<file path="src/rtl/xrv_div_pkg.sv">
// Shared types and helpers for the xrv iterative divider.
//   div_op_e : RV M-extension divide/remainder opcodes as presented on op_i
//   state_e  : divider control states
//   is_signed/is_rem : opcode decode helpers
package xrv_div_pkg;

    typedef enum logic [1:0] {
        DIV  = 2'b00,
        DIVU = 2'b01,
        REM  = 2'b10,
        REMU = 2'b11
    } div_op_e;

    typedef enum logic [1:0] {
        IDLE = 2'b00,
        CALC = 2'b01,
        FIX  = 2'b10,
        DONE = 2'b11
    } state_e;

    function automatic logic is_signed(input div_op_e op);
        return (op == DIV) || (op == REM);
    endfunction

    function automatic logic is_rem(input div_op_e op);
        return (op == REM) || (op == REMU);
    endfunction

endpackage

</file>
<file path="src/rtl/xrv_div_step.sv">
// One restoring-division step: shift the next dividend bit into the partial
// remainder, trial-subtract the divisor, keep the difference when it does not
// borrow.
//   rem_i     : partial remainder in (XLEN+1 bits)
//   divisor_i : divisor magnitude
//   bit_i     : next dividend bit, MSB first
//   rem_o     : partial remainder out
//   q_bit_o   : quotient bit produced by this step
module xrv_div_step #(
    parameter int XLEN = 32
) (
    input  logic [XLEN:0]   rem_i,
    input  logic [XLEN-1:0] divisor_i,
    input  logic            bit_i,
    output logic [XLEN:0]   rem_o,
    output logic            q_bit_o
);

    logic [XLEN:0]   shifted;
    logic [XLEN+1:0] trial;

    assign shifted = {rem_i[XLEN-1:0], bit_i};
    assign trial   = {1'b0, shifted} - {2'b00, divisor_i};

    // A set top remainder bit means the shifted value exceeds any XLEN-bit
    // divisor, so the subtraction always succeeds in that case.
    assign q_bit_o = rem_i[XLEN] | ~trial[XLEN+1];
    assign rem_o   = q_bit_o ? trial[XLEN:0] : shifted;

endmodule

</file>
<file path="src/rtl/xrv_div_seq.sv">
// Iterative restoring divider for DIV/DIVU/REM/REMU with valid/ready on both
// sides, opaque tag pass-through and flush.
//   clk_i, rst_i        : clock, synchronous active-high reset
//   in_valid_i/in_ready_o, dividend_i, divisor_i, op_i, in_tag_i : request
//   flush_i             : abort any in-flight op, result discarded
//   out_valid_o/out_ready_i, result_o, out_tag_o : response
//
// state | meaning
// IDLE  | ready for a new op
// CALC  | retiring BITS_PER_CYCLE quotient bits per cycle
// FIX   | sign correction, load result
// DONE  | result presented until accepted
module xrv_div_seq
    import xrv_div_pkg::*;
#(
    parameter int XLEN           = 32,
    parameter int BITS_PER_CYCLE = 1,
    parameter int TAG_W          = 5
) (
    input  logic             clk_i,
    input  logic             rst_i,
    input  logic             in_valid_i,
    output logic             in_ready_o,
    input  logic [XLEN-1:0]  dividend_i,
    input  logic [XLEN-1:0]  divisor_i,
    input  logic [1:0]       op_i,
    input  logic [TAG_W-1:0] in_tag_i,
    input  logic             flush_i,
    output logic             out_valid_o,
    input  logic             out_ready_i,
    output logic [XLEN-1:0]  result_o,
    output logic [TAG_W-1:0] out_tag_o
);

    localparam int STEPS = XLEN / BITS_PER_CYCLE;
    localparam int CNT_W = (STEPS > 2) ? $clog2(STEPS) : 1;
    localparam logic [CNT_W-1:0] CNT_LOAD = CNT_W'(STEPS - 1);
    localparam logic [XLEN-1:0]  MIN_VAL  = {1'b1, {(XLEN-1){1'b0}}};

    state_e           state_q, state_d;
    logic [CNT_W-1:0] cnt_q, cnt_d;
    logic [XLEN:0]    rem_q, rem_d;
    logic [XLEN-1:0]  quo_q, quo_d;
    logic [XLEN-1:0]  dvs_q, dvs_d;
    div_op_e          op_q, op_d;
    logic [TAG_W-1:0] tag_q, tag_d;
    logic             neg_quo_q, neg_quo_d;
    logic             neg_rem_q, neg_rem_d;
    logic [XLEN-1:0]  result_q, result_d;
    logic [TAG_W-1:0] out_tag_q, out_tag_d;

    // quo_q starts as |dividend| and shifts left each step: its MSBs feed the
    // step chain while quotient bits enter at the bottom.
    logic [XLEN:0]             rem_chain [BITS_PER_CYCLE+1];
    logic [BITS_PER_CYCLE-1:0] q_bits;

    assign rem_chain[0] = rem_q;

    for (genvar k = 0; k < BITS_PER_CYCLE; k++) begin : g_step
        xrv_div_step #(.XLEN(XLEN)) u_step (
            .rem_i     (rem_chain[k]),
            .divisor_i (dvs_q),
            .bit_i     (quo_q[XLEN-1-k]),
            .rem_o     (rem_chain[k+1]),
            .q_bit_o   (q_bits[BITS_PER_CYCLE-1-k])
        );
    end

    div_op_e         op_in;
    logic            accept;
    logic            a_neg, b_neg;
    logic            div_zero, sgn_ovf;
    logic [XLEN-1:0] special_res;
    logic [XLEN-1:0] rem_lo;

    always_comb begin
        op_in    = div_op_e'(op_i);
        accept   = in_valid_i & (state_q == IDLE) & ~flush_i;
        a_neg    = is_signed(op_in) & dividend_i[XLEN-1];
        b_neg    = is_signed(op_in) & divisor_i[XLEN-1];
        div_zero = (divisor_i == '0);
        sgn_ovf  = is_signed(op_in) & (dividend_i == MIN_VAL) & (divisor_i == '1);
        if (div_zero)
            special_res = is_rem(op_in) ? dividend_i : '1;
        else
            special_res = is_rem(op_in) ? '0 : MIN_VAL;
        rem_lo = rem_q[XLEN-1:0];

        state_d   = state_q;
        cnt_d     = cnt_q;
        rem_d     = rem_q;
        quo_d     = quo_q;
        dvs_d     = dvs_q;
        op_d      = op_q;
        tag_d     = tag_q;
        neg_quo_d = neg_quo_q;
        neg_rem_d = neg_rem_q;
        result_d  = result_q;
        out_tag_d = out_tag_q;

        case (state_q)
            IDLE: begin
                if (accept) begin
                    op_d      = op_in;
                    tag_d     = in_tag_i;
                    neg_quo_d = a_neg ^ b_neg;
                    neg_rem_d = a_neg;
                    // Negating MIN yields MIN, which is the correct unsigned magnitude.
                    quo_d     = a_neg ? -dividend_i : dividend_i;
                    dvs_d     = b_neg ? -divisor_i : divisor_i;
                    rem_d     = '0;
                    cnt_d     = CNT_LOAD;
                    if (div_zero || sgn_ovf) begin
                        result_d  = special_res;
                        out_tag_d = in_tag_i;
                        state_d   = DONE;
                    end else begin
                        state_d   = CALC;
                    end
                end
            end
            CALC: begin
                rem_d = rem_chain[BITS_PER_CYCLE];
                quo_d = {quo_q[XLEN-1-BITS_PER_CYCLE:0], q_bits};
                if (cnt_q == '0)
                    state_d = FIX;
                else
                    cnt_d = cnt_q - 1'b1;
            end
            FIX: begin
                if (is_rem(op_q))
                    result_d = neg_rem_q ? -rem_lo : rem_lo;
                else
                    result_d = neg_quo_q ? -quo_q : quo_q;
                out_tag_d = tag_q;
                state_d   = DONE;
            end
            DONE: begin
                if (out_ready_i)
                    state_d = IDLE;
            end
            default: state_d = IDLE;
        endcase

        if (flush_i)
            state_d = IDLE;
    end

    always_ff @(posedge clk_i) begin
        if (rst_i) begin
            state_q   <= IDLE;
            cnt_q     <= '0;
            rem_q     <= '0;
            quo_q     <= '0;
            dvs_q     <= '0;
            op_q      <= DIV;
            tag_q     <= '0;
            neg_quo_q <= 1'b0;
            neg_rem_q <= 1'b0;
            result_q  <= '0;
            out_tag_q <= '0;
        end else begin
            state_q   <= state_d;
            cnt_q     <= cnt_d;
            rem_q     <= rem_d;
            quo_q     <= quo_d;
            dvs_q     <= dvs_d;
            op_q      <= op_d;
            tag_q     <= tag_d;
            neg_quo_q <= neg_quo_d;
            neg_rem_q <= neg_rem_d;
            result_q  <= result_d;
            out_tag_q <= out_tag_d;
        end
    end

    assign in_ready_o  = (state_q == IDLE);
    assign out_valid_o = (state_q == DONE);
    assign result_o    = result_q;
    assign out_tag_o   = out_tag_q;

endmodule

</file>
<file path="config.mk">
export PLATFORM = sky130hd
export DESIGN_NAME = xrv_div_seq
export DESIGN_NICKNAME = d
export VERILOG_FILES = /design/src/rtl/xrv_div_pkg.sv /design/src/rtl/xrv_div_step.sv /design/src/rtl/xrv_div_seq.sv
export SDC_FILE = /design/constraint.sdc
export NUM_CORES = 1
export LEC_CHECK = 0
export BUFFER_PORTS_ARGS = -buffer_cell sky130_fd_sc_hd__clkbuf_2
export CORE_MARGIN = 4
export CORE_UTILIZATION = 56
export CTS_CLUSTER_DIAMETER = 60
export DETAILED_ROUTE_END_ITERATION = 7
export GPL_TIMING_DRIVEN = 0
export PLACE_DENSITY_LB_ADDON = 0.25
export SLEW_MARGIN = 20
export SYNTH_ARGS = -nofsm -noshare
export SYNTH_HDL_FRONTEND = slang
export SYNTH_SLANG_ARGS = --single-unit
</file>
<file path="constraint.sdc">
create_clock -name clk_i -period 5.8 [get_ports clk_i]
set_input_delay 0.58 -clock clk_i [delete_from_list [all_inputs] [get_ports clk_i]]
set_output_delay 0.58 -clock clk_i [all_outputs]
set_load 0.02 [all_outputs]
</file>
==> summary.txt <==
Min-delay worst type - in2reg
CP Max Fanout - 10
Initial DRT Pass Iterations - 6
Inserted Clock Buffers - 17
Worst path bufs/invs - 2
Vias post-DR - 11200
DR vias/cell - 6.08
Routability cong. - 0.941
# setup viols final - 0
Area of the mapped netlist - 0.0109 mm2
Post-route setup TNS - 0 ns
Netlist cell types - 69
Worst Max-Slew Pin Slew - 0.983 ns
# IOs - 115
First-pass GRT wire length - 53.8 mm
Top FF cell, synth - dfxtp_1
Most common cell in the netlist - nand2_1
Post-layout min period - 3.59 ns
WS Path Type - reg2reg
Drt initial violations - 959
Chip width - 148 um
Clk sinks - 149
Largest cells by area after synthesis - dfxtp_1, nand2_1, xor2_1
DP HPWL - 26.0 mm
Fill count - 1724
Max stage delay cell, worst path - clkbuf_1
Power density cells - 226 mW/mm2
Critical Path, Cell by Cell - ha_1, clkbuf_1, nand2_1, nor4_1, o21ai_0, a21oi_1, o211ai_1, nand2_1, clkbuf_1, mux2i_1, o21ai_0
Flops & latches, synth - 149
Startpoint types - register
Syn avg cell area - 7.62 um2
CTS Root Buffer Type - clkbuf_16
Cell count after synthesis - 1433
Hold Fails Final Rpt - 0
Syn_nets - 1553
DRC viols - 0
Worst-skew pair later-pin latency - 0.43 ns
Chip height - 148 um
Port Buffers - 114
Antenna Violating Nets Remaining - 0
Top cell type's share of synthesized area - 0.273
Final setup margin - 2.21 ns
Dpl ws - 1.99 ns
Leak Pwr - 4.74 nW
Grt ovf - 0
Initial antenna violation count - 0
EDFF count, synth - 0
Die Footprint - 0.0218 mm2
CP arrival - 3.88 ns
Vias in the first global route - 10500
# diodes - 0
Routed len/inst - 18.3 um
Cell Rows - 50
Max-Cap Viols - 0
Max Root-Sink Buffers - 2
Asr flop ratio synth - 0
H-tree depth - 4
Fin nets - 1686
Crit path largest cell delay - 0.60 ns
Family with the most delay on the worst path - buffers and inverters
Worst rel slew slack - 0.335
Share of cells above drive strength 1 - 0.119
Period utilisation layout - 0.620
Yosys warns - 0
Required @ worst endpoint - 6.08 ns
Initial core utilization - 0.576
TritonCTS clock tree - yes
Peak VDD IR - 169 uV
Largest net degree at the start of global routing - 17
Most frequent cells after synthesis - nand2_1, dfxtp_1, a21oi_1, o21ai_0, nor2_1
DRT Wirelength - 33.6 mm
CTS Hold Buffers Added - 0
Area leader, netlist - dfxtp_1
Postcts setup bufs - 0
Core ar. - 0.0190 mm2
Fmax - 278 MHz
Clock slew at reported path FFs - 0.06 ns
Status - finished, final reports clean
Worst Setup End Kind - register
PostCTS Resize Cnt - 0
Pins Over Slew Limit - 0
Total GRT Usage - 0.302
RSZ-0062 raised after global routing - false
Sequential share of the synthesized area - 0.273
Clk_skew - 0.0116 ns
Area Growth Syn to Fin - 13.8%
[report_power, final]
group,internal [mW],switching [mW]
Clock,0.739,0.433
Combinational,0.201,0.329
Sequential,1.06,0.0389
[metrics by stage]
| step | total power [mW] | instance area (um2) | util | std cells | hold slack, ns |
|---|---|---|---|---|---|
| 6_report | 2.80 | 12400 | 0.655 | 1838 | 0.373 |
| 3_3_place_gp | 1.63 | 11800 | 0.623 | 1807 | 0.434 |
| 3_5_place_dp | 1.64 | 11800 | 0.623 | 1807 | 0.441 |
| 4_1_cts | 2.80 | 12400 | 0.655 | 1838 | 0.366 |
| 5_1_grt | 2.91 | 12400 | 0.655 | 1838 | 0.383 |
| 2_1_floorplan | 1.47 | 10900 | - | 1433 | 0.418 |
[worst paths after layout]
check                                       startpoint                       to  slack (ns)  cells after the start
worst max register to register  rem_q[11]$_SDFFE_PP0P_   rem_q[24]$_SDFFE_PP0P_        2.21                     11
worst min register to register  rem_q[32]$_SDFFE_PP0P_   rem_q[32]$_SDFFE_PP0P_        0.45                      2
worst min-delay path                           flush_i  state_q[1]$_SDFFE_PP0P_        0.37                      2
worst max-delay path            rem_q[11]$_SDFFE_PP0P_   rem_q[24]$_SDFFE_PP0P_        2.21                     11
[sequential cells by signal, summed over array words and instances (netlist names)]
register and cells:
state_q 2, quo_q 32, rem_q 33, tag_q 5
result_o 32, op_q 1, dvs_q 32, cnt_q 5
neg_rem_q 1, neg_quo_q 1, out_tag_o 5
[layout make-up]
| type | instances | area (um2) | share of cell area |
|---|---|---|---|
| tap | 260 | 325 | 0.0262 |
| buffer | 85 | 374 | 0.0301 |
| timing repair buffer | 114 | 571 | 0.0459 |
| clock buffer | 22 | 464 | 0.0374 |
| inverter | 59 | 221 | 0.0178 |
| sequential | 149 | 2980 | 0.240 |
| multi-input combinational | 1140 | 7330 | 0.590 |
| clock inverter | 9 | 151 | 0.0122 |
[per-layer routing]
| layer | wire length (um) | up-vias | track usage |
|---|---|---|---|
| li1 | - | 5427 | - |
| met1 | 14200 | 5151 | 0.398 |
| met2 | 15600 | 508 | 0.505 |
| met3 | 2570 | 91 | 0.0417 |
| met4 | 1180 | 0 | 0.116 |
| met5 | 0 | - | 0 |
[placed cells by master (no fill, tap or decap), drive strengths merged, types with 52 or more instances in the layout]
cell type / n
xor2: 73
inv: 58
nor2: 102
a211oi: 52
dfxtp: 149
clkbuf: 212
xnor2: 69
nand2: 182
a21oi: 122
o21ai: 113
[logic make-up (layout without fill, tap and decap cells)]
family / count (synthesis) / count (layout) / share of synthesized area
AND/OR/NAND/NOR: 462 / 462 / 0.202
AO/OA/AOI/OAI: 452 / 452 / 0.269
flip-flops: 149 / 149 / 0.273
buffers and inverters: 144 / 289 / 0.0546
XOR/XNOR: 142 / 142 / 0.114
adder cells (fa/ha/maj): 44 / 44 / 0.0511
multiplexers: 40 / 40 / 0.0369
No activity file was read; power rests on OpenSTA's default activity.
